File: src/rtl/ysyx_25060170_stage_reg.sv
// Generic valid/ready pipeline stage register with optional skid entry,
// multi-source flush, occupancy output and saturating stall counter.
//
// Ports:
//   clk, rst         clock, async active-low reset
//   in_valid/ready   upstream handshake, in_data payload
//   flush            flush requests (ORed)
//   out_valid/ready  downstream handshake, out_data payload
//   occ              entries held (0..2)
//   stall_cnt        saturating count of out_valid & ~out_ready cycles
//   stall_clr        synchronous clear of stall_cnt
module ysyx_25060170_stage_reg #(
  parameter int DATA_W  = 64,
  parameter int SKID_EN = 1,
  parameter int FLUSH_N = 3,
  parameter int CNT_W   = 16
) (
  input  logic              clk,
  input  logic              rst,
  input  logic              in_valid,
  output logic              in_ready,
  input  logic [DATA_W-1:0] in_data,
  input  logic [FLUSH_N-1:0] flush,
  output logic              out_valid,
  input  logic              out_ready,
  output logic [DATA_W-1:0] out_data,
  output logic [1:0]        occ,
  output logic [CNT_W-1:0]  stall_cnt,
  input  logic              stall_clr
);

  typedef enum logic [1:0] {
    S_EMPTY = 2'd0,
    S_ONE   = 2'd1,
    S_FULL  = 2'd2
  } state_t;

  localparam logic [CNT_W-1:0] CNT_ONE = CNT_W'(1);
  localparam logic [CNT_W-1:0] CNT_MAX = '1;

  state_t            r_state;
  state_t            w_state_nxt;
  logic [DATA_W-1:0] r_main;
  logic [DATA_W-1:0] r_skid;
  logic [DATA_W-1:0] w_main_nxt;
  logic [DATA_W-1:0] w_skid_nxt;
  logic [CNT_W-1:0]  r_cnt;
  logic [CNT_W-1:0]  w_cnt_nxt;

  logic w_rdy;
  logic w_acc;
  logic w_emit;
  logic w_flush;
  logic w_stall;

  assign out_valid = (r_state != S_EMPTY);

  // With the skid entry, ready depends only on
  // registered state, breaking the out_ready path.
  generate
    if (SKID_EN != 0) begin : g_skid
      assign w_rdy = (r_state != S_FULL);
    end else begin : g_noskid
      assign w_rdy = ~out_valid | out_ready;
    end
  endgenerate

  assign w_acc   = in_valid & w_rdy;
  assign w_emit  = out_valid & out_ready;
  assign w_flush = |flush;
  assign w_stall = out_valid & ~out_ready;

  always_comb begin
    w_state_nxt = r_state;
    w_main_nxt  = r_main;
    w_skid_nxt  = r_skid;
    if (w_flush) begin
      w_state_nxt = S_EMPTY;
      w_main_nxt  = '0;
      w_skid_nxt  = '0;
    end else begin
      unique case (r_state)
        S_EMPTY: begin
          if (w_acc) begin
            w_state_nxt = S_ONE;
            w_main_nxt  = in_data;
          end
        end
        S_ONE: begin
          if (w_acc && w_emit) begin
            w_main_nxt = in_data;
          end else if (w_acc) begin
            // only reachable with the skid entry
            w_state_nxt = S_FULL;
            w_skid_nxt  = in_data;
          end else if (w_emit) begin
            w_state_nxt = S_EMPTY;
          end
        end
        S_FULL: begin
          if (w_emit) begin
            w_state_nxt = S_ONE;
            w_main_nxt  = r_skid;
          end
        end
        default: begin
          w_state_nxt = S_EMPTY;
        end
      endcase
    end
  end

  always_comb begin
    w_cnt_nxt = r_cnt;
    if (stall_clr) begin
      w_cnt_nxt = '0;
    end else if (w_stall && (r_cnt != CNT_MAX)) begin
      w_cnt_nxt = r_cnt + CNT_ONE;
    end
  end

  always_ff @(posedge clk or negedge rst) begin
    if (!rst) begin
      r_state <= S_EMPTY;
      r_main  <= '0;
      r_skid  <= '0;
      r_cnt   <= '0;
    end else begin
      r_state <= w_state_nxt;
      r_main  <= w_main_nxt;
      r_skid  <= w_skid_nxt;
      r_cnt   <= w_cnt_nxt;
    end
  end

  assign in_ready  = w_rdy;
  assign out_data  = r_main;
  assign occ       = r_state;
  assign stall_cnt = r_cnt;

endmodule

File: config.mk
export PLATFORM = sky130hd
export DESIGN_NAME = ysyx_25060170_stage_reg
export DESIGN_NICKNAME = d
export VERILOG_FILES = /design/src/rtl/ysyx_25060170_stage_reg.sv
export SDC_FILE = /design/constraint.sdc
export NUM_CORES = 1
export LEC_CHECK = 0
export BUFFER_PORTS_ARGS = -buffer_cell sky130_fd_sc_hd__buf_2
export CAP_MARGIN = 0
export CORE_UTILIZATION = 35
export DETAILED_ROUTE_END_ITERATION = 12
export PLACE_DENSITY_LB_ADDON = 0.12
export SETUP_SLACK_MARGIN = 0.05
export SLEW_MARGIN = 20
export SYNTH_ARGS = -nofsm -noshare
export SYNTH_HDL_FRONTEND = slang
export SYNTH_SLANG_ARGS = --single-unit
File: constraint.sdc
create_clock -name clk -period 2.1 [get_ports clk]
set_clock_uncertainty 0.1 [all_clocks]
set_input_delay 0.315 -clock clk [delete_from_list [all_inputs] [get_ports clk]]
set_output_delay 0.315 -clock clk [all_outputs]
set_load 0.01 [all_outputs]
==> metrics.md, run 1 <==
| Metric | Value |
|---|---|
| DP Worst Slack | 0.0655 ns |
| Power density over cell area | 727 nW/um2 |
| Overall routed net length | 20400 um |
| Lkg Pwr | 3.99 nW |
| Syn avg cell area | 10.4 um2 |
| Crit path arrival time | 1.56 ns |
| H-tree depth | 4 |
| Post-synth top cells | dfrtp_1 (146), nand2_1 (135), a21oi_1 (73) |
| Overall power | 6.77 mW |
| Outcome | finished, final reports clean |
| Worst slew pin tran | 0.507 ns |
| Detailed Place HPWL | 13100 um |
| VDD IR max | 517 uV |
| Synth Register Bits | 146 |
| Final setup viols | 0 |
| Most common cell in the netlist | dfrtp_1 |
| Final Cycle Share | 94.0% |
| Crit path buffers/inverters | 5 |
| Final Core Density | 45.8% |
| Vias | 5987 |
| CP Class | flip-flop to output pin |
| Post-synth EDFFs | 0 |
| Yosys top cell area share | 50.2% |
| Worst-case clock buffer depth | 2 |
| DR WL/cell | 18.0 um |
| FILL cells | 1954 |
| First-pass GRT wire length | 33200 um |
| Total gr overflow | 0 |
| Initial antenna violation count | 0 |
| RSZ-0062 raised after global routing | yes |
| Slew margin rel. | 66.2% |
| Max_cap viols | 0 |
| Area contributors post-synth | dfrtp_1 (50%), a211oi_2 (10%), mux2i_1 (8.9%), nand2_1 (7.0%), a21oi_1 (5.0%) |
| Tmin final | 1.97 ns |
| Min-delay src | in_data[30] |
| Layout cells sized above 1 | 35.5% |
| Crit-path cells | inv_2 > ha_2 > buf_6 > inv_1 > buf_4 > buf_2 |
| Routability cong. | 0.786 |
| Drt drc | 0 |
| Worst r2r src | occ[0]$_DFFE_PN0P_ |
| HP Class | primary input to flip-flop |
| Post-synthesis sequential area ratio | 50.2% |
| Initial Util | 35.9% |
| Critical Path RT | 1.68 ns |
| FF/Latch Area | 3650 um2 |
| FF-to-FF setup slack | 0.14 ns |
| Leading area contributor after synthesis | dfrtp_1 |
| Min-Delay Path Depth | 3 |
| Worst skew pair latency | 0.42 ns |
| FF-to-FF path depth | 8 |
| Worst stage delay on the critical path | 0.41 ns |
| P&R area growth vs syn | 27.8% |
| Postcts setup bufs | 0 |
| Mapped cell area | 7280 um2 |
| Row count | 52 |
| CTS clk-pin slew, worst paths | 0.06 ns |
| YS warnings | 0 |
| Hold path endpoint | r_skid[30]$_DFFE_PN0P_ |
| Fin. Hold Viols | 0 |
| Root Driver | clkbuf_16 |
| Cell count after synthesis | 702 |
| I/O pin cnt | 156 |
| Fraction of registers with async set/reset | 100% |
| PortBufs | 155 |
| CP Max Fanout | 6 |
| 1st-iter DRT viols | 348 |
| Die Span Y | 146 um |
| Max-slew violations | 0 |
| R2r endpoint | out_data[6]$_DFFE_PN0P_ |
| Largest net degree at the start of global routing | 70 |
| Crit path from | occ[1]$_DFFE_PN0P_ |
| CTS tree | done |
| N_diodes | 0 |
| Synth Flop Type | dfrtp_1 |
| Clock sink count | 146 |
| Vias in the first global route | 6208 |
| Setup TNS Final | 0 ns |
| Crit-path leading delay family | buffers and inverters |
| Multi-input gate area | 3430 um2 |
| Die width | 146 um |
| Synthesized Nets | 780 |
| Clock buffer count from CTS | 17 |
| Vias per cell | 5.28 |
| DRT Pass-1 Iters | 4 |
| Final #Nets | 928 |
| Post-route ant nets | 0 |
| Slowest-stage cell, CP | dfrtp_1 |
| Core ar. | 20300 um2 |
| Worst setup SP type | flip-flop |
| Tot GR Track Use | 19.7% |
| Yosys cell types | 48 |
| F_max | 507 MHz |
| Crit end category | output pin |
| Die area | 21400 um2 |
| Setup ws final | 0.127 ns |
==> tightest hold or removal path, cell delays in order <==
cell and delay, ns:
buf_2 0.10, nand2_1 0.05, a21oi_1 0.05
==> worst max path at each step <==
stage	end	slack (ns)	cells past startpoint
final	out_valid	0.13	6
after global routing	out_data[46]$_DFFE_PN0P_	0.04	8
after CTS	out_data[62]$_DFFE_PN0P_	0.06	8
after detailed placement	out_data[5]$_DFFE_PN0P_	0.07	8
after global placement	out_data[10]$_DFFE_PN0P_	0.16	8
after floorplan	stall_cnt[12]$_DFFE_PN0P_	0.10	6
==> stage by stage <==
| stage | hold WS, ns | instances | area [um2] |
|---|---|---|---|
| 2_1_floorplan | -0.0806 | 702 | 7280 |
| 3_3_place_gp | 0.0970 | 1099 | 8560 |
| 3_5_place_dp | 0.102 | 1099 | 8560 |
| 4_1_cts | 0.0182 | 1132 | 9200 |
| 5_1_grt | 0.0191 | 1133 | 9300 |
| 6_report | 0.0316 | 1133 | 9300 |
==> registers in the layout, summed over array words and instances (netlist names) <==
register / cells
occ: 2
r_skid: 64
out_data: 64
stall_cnt: 16
==> report_power, final <==
group	internal (mW)	switching (mW)
Clock	2.02	1.22
Sequential	2.85	0.0228
Combinational	0.242	0.411
==> layout make-up <==
cell class	count	share of cell area (%)
flip-flops and latches	146	39.3
multi-input cells	491	36.8
repair buffers	187	13.2
clock buffers	19	4.76
well taps	270	3.63
clock inverters	13	1.98
inverters	7	0.282
==> repair_timing <==
action,in CTS,in global routing
hold buffers,1,0
gates resized for setup,1,18
endpoints found under the setup margin,1,96
endpoints found under the hold margin,21,0
cloned,0,1
==> cell families (layout without fill, tap and decap cells) <==
| logic type | count (synthesis) | count (layout) | synth area share, % |
|---|---|---|---|
| buffers and inverters | 65 | 226 | 4.21 |
| DFF | 146 | 146 | 50.2 |
| and+or+nand+nor | 260 | 260 | 17.2 |
| muxes | 71 | 71 | 9.86 |
| adders and majority gates | 6 | 6 | 1.03 |
| AOI/OAI and AO/OA | 154 | 154 | 17.6 |
==> routing by layer <==
layer | wire, um | vias to the layer above | GRT usage [%]
met5 | 0 | - | 0
met4 | 235 | 0 | 5.52
met3 | 973 | 17 | 4.25
met2 | 9940 | 147 | 32.6
met1 | 9290 | 3018 | 25.9
li1 | - | 2805 | -
==> placed cells by master (no fill, tap or decap), types with 3 or more instances in the layout <==
cell type,synthesis,final
a211oi_2,60,63
a21oi_1,73,72
a31oi_1,3,3
buf_12,0,14
buf_2,28,154
buf_4,6,12
buf_6,0,5
bufinv_16,0,4
clkbuf_16,0,18
clkinv_2,0,3
clkinvlp_4,0,3
dfrtp_1,146,146
ha_1,6,4
inv_1,6,4
inv_2,1,3
mux2_1,6,6
mux2i_1,65,65
nand2_1,135,134
nand2b_1,4,4
nand3_1,6,5
nand4_1,3,3
nor2_1,8,8
nor2b_1,8,8
nor3_1,69,69
o31ai_1,4,4
or4_1,3,3
(Power assumes the default switching activity.)
==> inputs of run 2 (changes only) <==
Settings changed: CORE_UTILIZATION 35 to 50.
Clock period 2.1 ns to 1.75 ns, I/O delays scaled along.
==> run 2 against run 1 <==
Net effect: the run now ends with setup timing left; die area shrank 30%; core utilization grew 34 points; sequential power grew 20%; routed wire length grew 13%; clock-buffer cell count is the same; final area grew 20%; non-clock buffer count grew 137; clock power grew 15%; largest cell class is now multi-input gates.
==> metrics.md, run 2 (synthesis gave the netlist of run 1 again) <==
| Metric | Value |
|---|---|
| Outcome | finished with violations (was finished, final reports clean) |
| Failing checks | setup timing |
| Total gr overflow | 0 (unchanged) |
| Critical Path RT | 1.98 ns (was 1.68 ns) |
| Worst setup SP type | flip-flop (unchanged) |
| P&R area growth vs syn | 53.7% (was 27.8%) |
| Clock buffer count from CTS | 17 (unchanged) |
| Slew margin rel. | 65.4% (was 66.2%) |
| Vias | 6854 (was 5987) |
| Final #Nets | 1066 (was 928) |
| Worst stage delay on the critical path | 0.45 ns (was 0.41 ns) |
| Clock sink count | 146 (unchanged) |
| Routability cong. | 0.846 (was 0.786) |
| N_diodes | 0 (unchanged) |
| DRT Pass-1 Iters | 5 (was 4) |
| Slowest-stage cell, CP | dfrtp_2 (was dfrtp_1) |
| I/O pin cnt | 156 (unchanged) |
| FF/Latch Area | 3660 um2 (was 3650 um2) |
| First-pass GRT wire length | 33800 um (was 33200 um) |
| Dpl cells | 1043 (was 1099) |
| Multi-input gate area | 3810 um2 (was 3430 um2) |
| Initial Util | 51.8% (was 35.9%) |
| Worst-case clock buffer depth | 2 (unchanged) |
| Die Span Y | 123 um (was 146 um) |
| RSZ-0062 raised after global routing | yes (unchanged) |
| Crit-path cells | inv_4 > ha_4 > inv_2 > o2111a_2 > or2_4 > buf_8 > clkbuf_16 > a211oi_2 (was inv_2 > ha_2 > buf_6 > inv_1 > buf_4 > buf_2) |
| Crit-path leading delay family | compound AO/OA/AOI/OAI gates (was buffers and inverters) |
| Layout cells sized above 1 | 43.1% (was 35.5%) |
| Max_cap viols | 0 (unchanged) |
| 1st-iter DRT viols | 337 (was 348) |
| PortBufs | 155 (unchanged) |
| Worst slew pin tran | 0.517 ns (was 0.507 ns) |
| CP Class | flip-flop to flip-flop (was flip-flop to output pin) |
| Setup ws final | -0.265 ns (was 0.127 ns) |
| Max-slew violations | 0 (unchanged) |
| Core ar. | 14000 um2 (was 20300 um2) |
| Initial antenna violation count | 0 (unchanged) |
| Root Driver | clkbuf_16 (unchanged) |
| Row count | 43 (was 52) |
| Final Core Density | 79.7% (was 45.8%) |
| Crit path buffers/inverters | 4 (was 5) |
| Tmin final | 2.01 ns |
| Design area | 11200 um2 (was 9300 um2) |
| Crit end category | flip-flop (was output pin) |
| Drt drc | 0 (unchanged) |
| HP Class | primary input to flip-flop (unchanged) |
| Largest net degree at the start of global routing | 45 (was 70) |
| Post-route ant nets | 0 (unchanged) |
| Tot GR Track Use | 29.4% (was 19.7%) |
| Crit path arrival time | 2.24 ns (was 1.56 ns) |
| Dpl cell area | 8850 um2 (was 8560 um2) |
| Highest-count cells in the layout ignoring fill and taps | buf_2 (152), dfrtp_1 (144), nand2_1 (133), mux2i_1 (65), dlygate4sd3_1 (63) (was buf_2 (154), dfrtp_1 (146), nand2_1 (134), a21oi_1 (72), nor3_1 (69)) |
| Die area | 15000 um2 (was 21400 um2) |
| CTS tree | done (unchanged) |
| H-tree depth | 4 (unchanged) |
| Vias in the first global route | 6777 (was 6208) |
| CP Max Fanout | 6 (unchanged) |
| VDD IR max | 660 uV (was 517 uV) |
| Final Cycle Share | 115% |
| Post-Layout Cell Count | 1181 (was 1133) |
| Most common cell after layout, fill and taps aside | buf_2 (unchanged) |
| Final setup viols | 146 (was 0) |
| DR WL/cell | 19.6 um (was 18.0 um) |
| CTS clk-pin slew, worst paths | 0.06 ns (about the same) |
| Lkg Pwr | 4.86 nW (was 3.99 nW) |
| Power density over cell area | 745 nW/um2 (was 727 nW/um2) |
| Overall routed net length | 23100 um (was 20400 um) |
| Die width | 123 um (was 146 um) |
| Fin Hold WS | 0.0101 ns (was 0.0316 ns) |
| Detailed Place HPWL | 12800 um (was 13100 um) |
| Worst skew pair latency | 0.42 ns (about the same) |
| Fin. Hold Viols | 0 (unchanged) |
| F_max | 496 MHz |
| Vias per cell | 5.80 (was 5.28) |
| FILL cells | 837 (was 1954) |
run 2: cell count changes in the layout (fill, tap and decap cells not counted), sizes merged:
cell / before / now
and3: 4 / 5
buf: 185 / 252
bufbuf: 0 / 3
bufinv: 4 / 3
clkbuf: 20 / 25
clkinv: 5 / 7
clkinvlp: 3 / 2
dlygate4sd3: 1 / 63
run 2: final timing paths:
kind | start | end | slack, ns | cells past startpoint
max | occ[1]$_DFFE_PN0P_ | out_data[40]$_DFFE_PN0P_ | -0.26 | 8
min | in_data[60] | r_skid[60]$_DFFE_PN0P_ | 0.01 | 3
max reg2reg | occ[1]$_DFFE_PN0P_ | out_data[40]$_DFFE_PN0P_ | -0.26 | 8
min reg2reg | r_skid[22]$_DFFE_PN0P_ | r_skid[22]$_DFFE_PN0P_ | 0.42 | 2
max in group asynchronous | rst | out_data[59]$_DFFE_PN0P_ | 0.67 | 3
min in group asynchronous | rst | out_data[20]$_DFFE_PN0P_ | 0.24 | 2
run 2: per-layer routing:
metal	track usage, %	share of wire (%)	wire length (um)
met2	49.5	51	11800
met5	0	0	0
met3	7.67	6.2	1430
met4	11.7	2.5	589
met1	36.0	40	9270
run 2: final cells by class:
class / count / area share [%]
Clock buffer: 19 / 3.96
Timing Repair Buffer: 324 / 25.6
Sequential cell: 146 / 32.7
Inverter: 7 / 0.324
Tap cell: 180 / 2.01
Multi-Input combinational cell: 492 / 34.0
Clock inverter: 13 / 1.43
run 2: what timing repair did:
action / CTS / global route
gates cloned: 8 / 8
resized for setup: 49 / 67
setup buffers: 17 / 13
hold buffers: 63 / 0
pin swaps: 23 / 42
endpoints found under the setup margin: 146 / 148
endpoints found under the hold margin: 102 / 0
run 2: per-stage QoR:
stage | setup slack (ns) | power (mW) | TNS (ns)
2_1_floorplan | -0.0754 | 3.94 | -4.53
6_report | -0.265 | 8.34 | -21.04
3_5_place_dp | -0.265 | 4.31 | -17.52
4_1_cts | -0.232 | 8.21 | -17.36
5_1_grt | -0.346 | 8.60 | -31.48
3_3_place_gp | -0.181 | 4.28 | -9.20
run 2: report_power, final:
part | internal (mW) | switching (mW)
registers | 3.42 | 0.0314
logic | 0.548 | 0.597
clock network | 2.28 | 1.46
total | 6.25 | 2.09
run 2: worst register-to-register path, delay by kind of cell (launching register included):
family | cells | cell delay (ns)
AO/OA/AOI/OAI | 2 | 0.49
buffers and inverters | 4 | 0.46
flip-flops | 1 | 0.45
AND/OR/NAND/NOR | 1 | 0.28
adder cells (fa/ha/maj) | 1 | 0.14
